<file path="src/rtl/bist_pkg.sv">
// Shared types, widths and helpers for the BIST pattern controller.
// Contents: FSM state enum, LFSR/MISR/response widths, counter widths,
// LFSR and MISR feedback tap masks, and the LFSR step function.
package bist_pkg;

   typedef enum logic [1:0] {
      IDLE    = 2'd0,
      SETTLE  = 2'd1,
      CAPTURE = 2'd2,
      DONE    = 2'd3
   } state_t;

   localparam int unsigned LFSR_W = 12;
   localparam int unsigned MISR_W = 16;
   localparam int unsigned RESP_W = 8;
   localparam int unsigned CNT_W  = 12;
   localparam int unsigned WAIT_W = 4;

   // x^12 + x^6 + x^4 + x + 1 -> feedback from bits 11, 5, 3, 0
   localparam logic [LFSR_W-1:0] LFSR_TAPS = 12'h829;
   // MISR feedback from bits 15, 13, 12, 10
   localparam logic [MISR_W-1:0] MISR_TAPS = 16'hB400;

   // One LFSR step: shift left, feedback XOR of tapped bits into bit 0.
   function automatic logic [LFSR_W-1:0] lfsr_next(input logic [LFSR_W-1:0] v);
      return {v[LFSR_W-2:0], ^(v & LFSR_TAPS)};
   endfunction

endpackage

</file>
<file path="src/rtl/bist_pattern_ctrl_if.sv">
// Pattern/response and status bundle between the BIST controller and its user.
// Signals:
//   start     - begin a run (user -> controller)
//   dut_in    - 12-bit stimulus vector to the netlist (controller -> user)
//   dut_out   - 8-bit netlist response (user -> controller)
//   busy      - run in progress
//   done      - run finished, signature final
//   signature - 16-bit MISR value
//   pass      - done and signature matches the golden value
interface bist_pattern_ctrl_if;
   import bist_pkg::*;

   logic              start;
   logic [LFSR_W-1:0] dut_in;
   logic [RESP_W-1:0] dut_out;
   logic              busy;
   logic              done;
   logic [MISR_W-1:0] signature;
   logic              pass;

   modport master (
      input  start, dut_out,
      output dut_in, busy, done, signature, pass
   );

   modport slave (
      output start, dut_out,
      input  dut_in, busy, done, signature, pass
   );

endinterface

</file>
<file path="src/rtl/bist_misr.sv">
// 16-bit multiple-input signature register compacting 8-bit responses.
// Ports:
//   clk, rst - clock, synchronous active-high reset
//   clr      - synchronous clear to zero (start of a run)
//   en       - fold d into the signature this cycle
//   d        - 8-bit response
//   sig      - current signature
module bist_misr
   import bist_pkg::*;
(
   input  logic              clk,
   input  logic              rst,
   input  logic              clr,
   input  logic              en,
   input  logic [RESP_W-1:0] d,
   output logic [MISR_W-1:0] sig
);

   // Shift with tapped feedback, then XOR the response into the low byte.
   always_ff @(posedge clk) begin
      if (rst) begin
         sig <= '0;
      end else if (clr) begin
         sig <= '0;
      end else if (en) begin
         sig <= {sig[MISR_W-2:0], ^(sig & MISR_TAPS)} ^ MISR_W'(d);
      end
   end

endmodule

</file>
<file path="src/rtl/bist_pattern_ctrl.sv">
// BIST stimulus/response controller for 12-in/8-out combinational netlists.
// Applies LFSR vectors, waits SETTLE_CYCLES, compacts responses into a MISR,
// and reports done/pass after N_PATTERNS vectors.
// Ports:
//   clk, rst - clock, synchronous active-high reset
//   bus      - master side of bist_pattern_ctrl_if (start, dut_in, dut_out,
//              busy, done, signature, pass)
module bist_pattern_ctrl
   import bist_pkg::*;
#(
   parameter int unsigned       N_PATTERNS    = 256,
   parameter int unsigned       SETTLE_CYCLES = 0,
   parameter logic [LFSR_W-1:0] SEED          = 12'hACE,
   parameter logic [MISR_W-1:0] GOLDEN        = 16'h0000
) (
   input  logic                 clk,
   input  logic                 rst,
   bist_pattern_ctrl_if.master  bus
);

   // An all-zero LFSR would lock up, so a zero seed becomes 1.
   localparam logic [LFSR_W-1:0] SEED_EFF  = (SEED == '0) ? LFSR_W'(1) : SEED;
   localparam logic [CNT_W-1:0]  CNT_LAST  = CNT_W'(N_PATTERNS - 1);
   localparam logic [WAIT_W-1:0] WAIT_LAST = WAIT_W'(SETTLE_CYCLES - 1);
   localparam bit                HAS_SETTLE = (SETTLE_CYCLES > 0);

   state_t            state;
   state_t            state_nxt;
   logic [LFSR_W-1:0] lfsr;
   logic [CNT_W-1:0]  cnt;
   logic [WAIT_W-1:0] wait_cnt;
   logic [MISR_W-1:0] sig;
   logic              load_c;
   logic              capture_c;

   // State register
   always_ff @(posedge clk) begin
      if (rst) begin
         state <= IDLE;
      end else begin
         state <= state_nxt;
      end
   end

   // Next-state logic
   always_comb begin
      state_nxt = state;
      case (state)
         IDLE, DONE: begin
            if (bus.start) begin
               state_nxt = HAS_SETTLE ? SETTLE : CAPTURE;
            end
         end
         SETTLE: begin
            if (wait_cnt == WAIT_LAST) begin
               state_nxt = CAPTURE;
            end
         end
         CAPTURE: begin
            if (cnt == CNT_LAST) begin
               state_nxt = DONE;
            end else if (HAS_SETTLE) begin
               state_nxt = SETTLE;
            end
         end
         default: state_nxt = IDLE;
      endcase
   end

   // Output and datapath-control decode from state
   always_comb begin
      load_c    = 1'b0;
      capture_c = 1'b0;
      bus.busy  = 1'b0;
      bus.done  = 1'b0;
      bus.pass  = 1'b0;
      case (state)
         IDLE: begin
            load_c = bus.start;
         end
         SETTLE: begin
            bus.busy = 1'b1;
         end
         CAPTURE: begin
            bus.busy  = 1'b1;
            capture_c = 1'b1;
         end
         DONE: begin
            bus.done = 1'b1;
            bus.pass = (sig == GOLDEN);
            load_c   = bus.start;
         end
         default: ;
      endcase
   end

   // Pattern generator and counters; the vector holds outside CAPTURE.
   always_ff @(posedge clk) begin
      if (rst) begin
         lfsr     <= SEED_EFF;
         cnt      <= '0;
         wait_cnt <= '0;
      end else if (load_c) begin
         lfsr     <= SEED_EFF;
         cnt      <= '0;
         wait_cnt <= '0;
      end else if (capture_c) begin
         lfsr     <= lfsr_next(lfsr);
         cnt      <= cnt + CNT_W'(1);
         wait_cnt <= '0;
      end else if (state == SETTLE) begin
         wait_cnt <= wait_cnt + WAIT_W'(1);
      end
   end

   bist_misr u_misr (
      .clk (clk),
      .rst (rst),
      .clr (load_c),
      .en  (capture_c),
      .d   (bus.dut_out),
      .sig (sig)
   );

   assign bus.dut_in    = lfsr;
   assign bus.signature = sig;

endmodule

</file>
<file path="src/flat_wrapper.sv">
// flat-port wrapper written by rule: the top's interface ports become plain ports
module bist_pattern_ctrl_flat import bist_pkg::*;
#(
   parameter int unsigned       N_PATTERNS    = 256,
   parameter int unsigned       SETTLE_CYCLES = 0,
   parameter logic [LFSR_W-1:0] SEED          = 12'hACE,
   parameter logic [MISR_W-1:0] GOLDEN        = 16'h0000
)
  (clk, rst, bus_start, bus_dut_out, bus_dut_in, bus_busy, bus_done, bus_signature, bus_pass);
  bist_pattern_ctrl_if bus_i ();
  input  logic clk;
  input  logic rst;
  input wire logic [$bits(bus_i.start)-1:0] bus_start;
  input wire logic [$bits(bus_i.dut_out)-1:0] bus_dut_out;
  output wire logic [$bits(bus_i.dut_in)-1:0] bus_dut_in;
  output wire logic [$bits(bus_i.busy)-1:0] bus_busy;
  output wire logic [$bits(bus_i.done)-1:0] bus_done;
  output wire logic [$bits(bus_i.signature)-1:0] bus_signature;
  output wire logic [$bits(bus_i.pass)-1:0] bus_pass;
  assign bus_i.start = bus_start;
  assign bus_i.dut_out = bus_dut_out;
  assign bus_dut_in = bus_i.dut_in;
  assign bus_busy = bus_i.busy;
  assign bus_done = bus_i.done;
  assign bus_signature = bus_i.signature;
  assign bus_pass = bus_i.pass;
  bist_pattern_ctrl #(.N_PATTERNS(N_PATTERNS), .SETTLE_CYCLES(SETTLE_CYCLES), .SEED(SEED), .GOLDEN(GOLDEN)) u_core (.clk(clk), .rst(rst), .bus(bus_i));
endmodule
</file>
<file path="config.mk">
export PLATFORM = sky130hd
export DESIGN_NAME = bist_pattern_ctrl_flat
export DESIGN_NICKNAME = d
export VERILOG_FILES = /design/src/rtl/bist_pkg.sv /design/src/rtl/bist_pattern_ctrl_if.sv /design/src/rtl/bist_misr.sv /design/src/rtl/bist_pattern_ctrl.sv /design/src/flat_wrapper.sv
export SDC_FILE = /design/constraint.sdc
export NUM_CORES = 1
export LEC_CHECK = 0
export CORE_MARGIN = 5
export CORE_UTILIZATION = 54
export CTS_CLUSTER_DIAMETER = 100
export CTS_CLUSTER_SIZE = 20
export DETAILED_ROUTE_END_ITERATION = 10
export PLACE_DENSITY = 0.84
export SETUP_SLACK_MARGIN = 0.2
export SLEW_MARGIN = 20
export SYNTH_ARGS = -nofsm -noshare
export SYNTH_HDL_FRONTEND = slang
export SYNTH_SLANG_ARGS = --single-unit
</file>
<file path="constraint.sdc">
create_clock -name clk -period 2.45 [get_ports clk]
set_input_delay 0.49 -clock clk [delete_from_list [all_inputs] [get_ports clk]]
set_output_delay 0.49 -clock clk [all_outputs]
set_load 0.01 [all_outputs]
</file>
==> flow_metrics.tcl <==
set metrics [dict create \
    cellPowerDensity_nw_per_um2 598 \
    syn_area_um2 1980 \
    status "finished clean" \
    yosysUniqueCellTypes 29 \
    drive_gt1_share_pct 7.97 \
    post-route-util_pct 71.4 \
    die_height_um 70.5 \
    synth_cells 206 \
    rsz0062_at_grt "no" \
    hold_viol 0 \
    synth_area_leaders "dfxtp_1 (47%), mux2i_1 (11%), xnor2_1 (7.5%)" \
    synth.avg_cell_area_um2 9.61 \
    total_leakage_power_nw 0.930 \
    cp_top_family "buffers and inverters" \
    crit_type "reg2out" \
    maxCapViolCount 0 \
    routabilityCongestion 0.779 \
    cp_max_fo 4 \
    total_power_w 0.00154 \
    h-tree-depth 2 \
    vias 1547 \
    worst_clock_skew_ns 0.00215 \
    area_delta_synth_final_pct 30.1 \
    synth_compound_area_share_pct 5.88 \
    cp_common_cell "inv_1" \
    netlist.area_leader.share_pct 46.5 \
    synth_mux_area_share_pct 10.6 \
    route.detailed.drc 0 \
    ff2ff_path_depth 6 \
    min_period_over_period_pct 86.5 \
    first_pass_iters 4 \
    fin_cells 299 \
    synth_top_family_by_area "simple AND/OR/NAND/NOR gates" \
    hold_depth 2 \
    synth_top_cell_by_area "dfxtp_1" \
    hpwl_um 2740 \
    yosys.area_share.adder_pct 3.79 \
    start_util_pct 54.9 \
    startpoint_type "register" \
    clock.fmax_mhz 472 \
    insertion_delay_ns 0.29 \
    diodes 0 \
    cts_root_buf "clkbuf_8" \
    rows 22 \
    ir_drop_v 0.000455 \
    synth_xor_xnor_area_share_pct 11.4 \
    cts_inserted_buffers 5 \
    cpPeakStageDelay_ns 0.54 \
    syn_nets 223 \
    grt-ovfl-total 0 \
    arrival_ns 1.63 \
    crit_cells 4 \
    relSlewSlack_pct 75.6 \
    io_pins 42 \
    worst_pin_slew_ns 0.365 \
    antenna_found_initial 0 \
    slew_violations 0 \
    min_period_ns 2.12 \
    core_area_um2 3610 \
    grt_pass1_vias 1527 \
    tns_ns 0 \
    cts.sinks 46 \
    hold_ws_ns 0.484 \
    cts_setup_buffers 0 \
    drt_wl_total_um 3790 \
    drt_iter0_markers 80 \
    viasPerCell 5.17 \
    synth-simple-area-share_pct 18.5 \
    yosysWarningCount 0 \
    die_width_um 70.5 \
    port_buffers 41 \
    post_cts_resized 5 \
    final_nets 267 \
    cts_tree "yes" \
    hp-class "reg2reg" \
    cts_hold_buf 0 \
    end_kind "output port" \
    place_inst 291 \
    ys_seq_elements 46 \
    grt_usage_pct 16.3 \
    drt-wirelength-per-cell_um 12.7 \
    grt_max_degree 22 \
    grt_pass1_wl_um 6660 \
    crit_chain "inv_1 -> ha_2 -> inv_1 -> clkdlybuf4s50_1" \
    clk_pin_slew_ns 0.08 \
    postRouteAntennaNets 0 \
    worst_path_max_delay_cell "clkdlybuf4s50_1" \
    ys_seq_area_share_pct 46.5 \
    path_buf_inv 3 \
    finalSetupViolations 0 \
    dieArea_um2 4980 \
    clockBufferDepth 2 \
    cp.required_ns 1.96 \
]
[through the flow]
step / area (um^2) / worst slack [ns]
2_1_floorplan: 1980 / 0.919
3_3_place_gp: 2450 / 0.468
3_5_place_dp: 2450 / 0.438
4_1_cts: 2570 / 0.313
5_1_grt: 2570 / 0.253
6_report: 2570 / 0.331
[power breakdown]
part	internal, W	switching, W
Clock	0.000285	0.000235
Combinational	0.000119	0.000103
Sequential	0.000773	0.0000262
[final timing paths]
kind	endpoint	start	slack [ns]
worst max-delay path	bus_busy	u_core.state[0]	0.33
worst min-delay path	u_core.cnt[11]	u_core.cnt[11]	0.48
worst max register to register	u_core.cnt[10]	u_core.state[0]	0.80
worst min register to register	u_core.cnt[11]	u_core.cnt[11]	0.48
[worst reg2reg max path: cells and delay by family, from the launching register on]
family | cells | cell delay, ns
xor gates and xnor gates | 1 | 0.16
adders and majority gates | 1 | 0.40
buffers and inverters | 1 | 0.06
DFF | 1 | 0.34
and+or+nand+nor | 3 | 0.57
[sequential cells by signal, indices dropped and copies added, names as in the netlist]
register,cells
u_core.bus.dut_in,12
u_core.cnt,12
u_core.state,2
u_core.u_misr.sig,16
u_core.wait_cnt,4
[cell type report]
class / count / area [um^2]
multi-input cells: 144 / 1010
fillers: 293 / 1030
clock buffers: 8 / 110
flip-flops and latches: 46 / 923
inverters: 7 / 26.3
well taps: 48 / 60.1
repair buffers: 46 / 447
[cell usage after synthesis, drive strengths merged]
| master | count |
|---|---|
| a211oi | 7 |
| a21o | 1 |
| a21oi | 5 |
| a2bb2oi | 1 |
| and4 | 1 |
| buf | 7 |
| clkbuf | 2 |
| dfxtp | 46 |
| ha | 6 |
| inv | 7 |
| mux2i | 21 |
| nand2 | 14 |
| nand3 | 4 |
| nand4 | 4 |
| nand4b | 1 |
| nor2 | 32 |
| nor2b | 1 |
| nor3 | 10 |
| nor4 | 4 |
| nor4b | 2 |
| o21ai | 3 |
| o31ai | 1 |
| or3 | 1 |
| or4b | 1 |
| xnor2 | 17 |
| xor2 | 6 |
| xor3 | 1 |
[routing by layer]
layer	up-vias	GRT usage [%]	routed length (um)
li1	793	-	-
met1	715	20.3	1810
met2	35	26.9	1730
met3	4	4.69	218
met4	0	6.26	41
met5	-	0	0
[cells in the final DEF, fill, tap and decap left out, types with 2 or more instances in the layout]
cell type,count
a211oi_1,7
o21ai_0,3
nor2_1,32
nand3_1,3
dfxtp_2,2
xnor2_1,17
nor4b_2,2
mux2i_1,21
buf_4,5
a21oi_1,5
nor4_1,4
xor2_1,6
nand4_1,4
nand2_1,14
ha_1,5
nor3_1,10
inv_1,7
dfxtp_1,44
clkdlybuf4s50_1,40
clkbuf_8,8
[kinds of logic after synthesis]
group	after synthesis
buffers and inverters	16
AO/OA/AOI/OAI	18
adder cells (fa/ha/maj)	6
AND/OR/NAND/NOR	75
multiplexers	21
XOR/XNOR	24
flip-flops	46
Note: power is estimated with default switching activity, not from simulation.
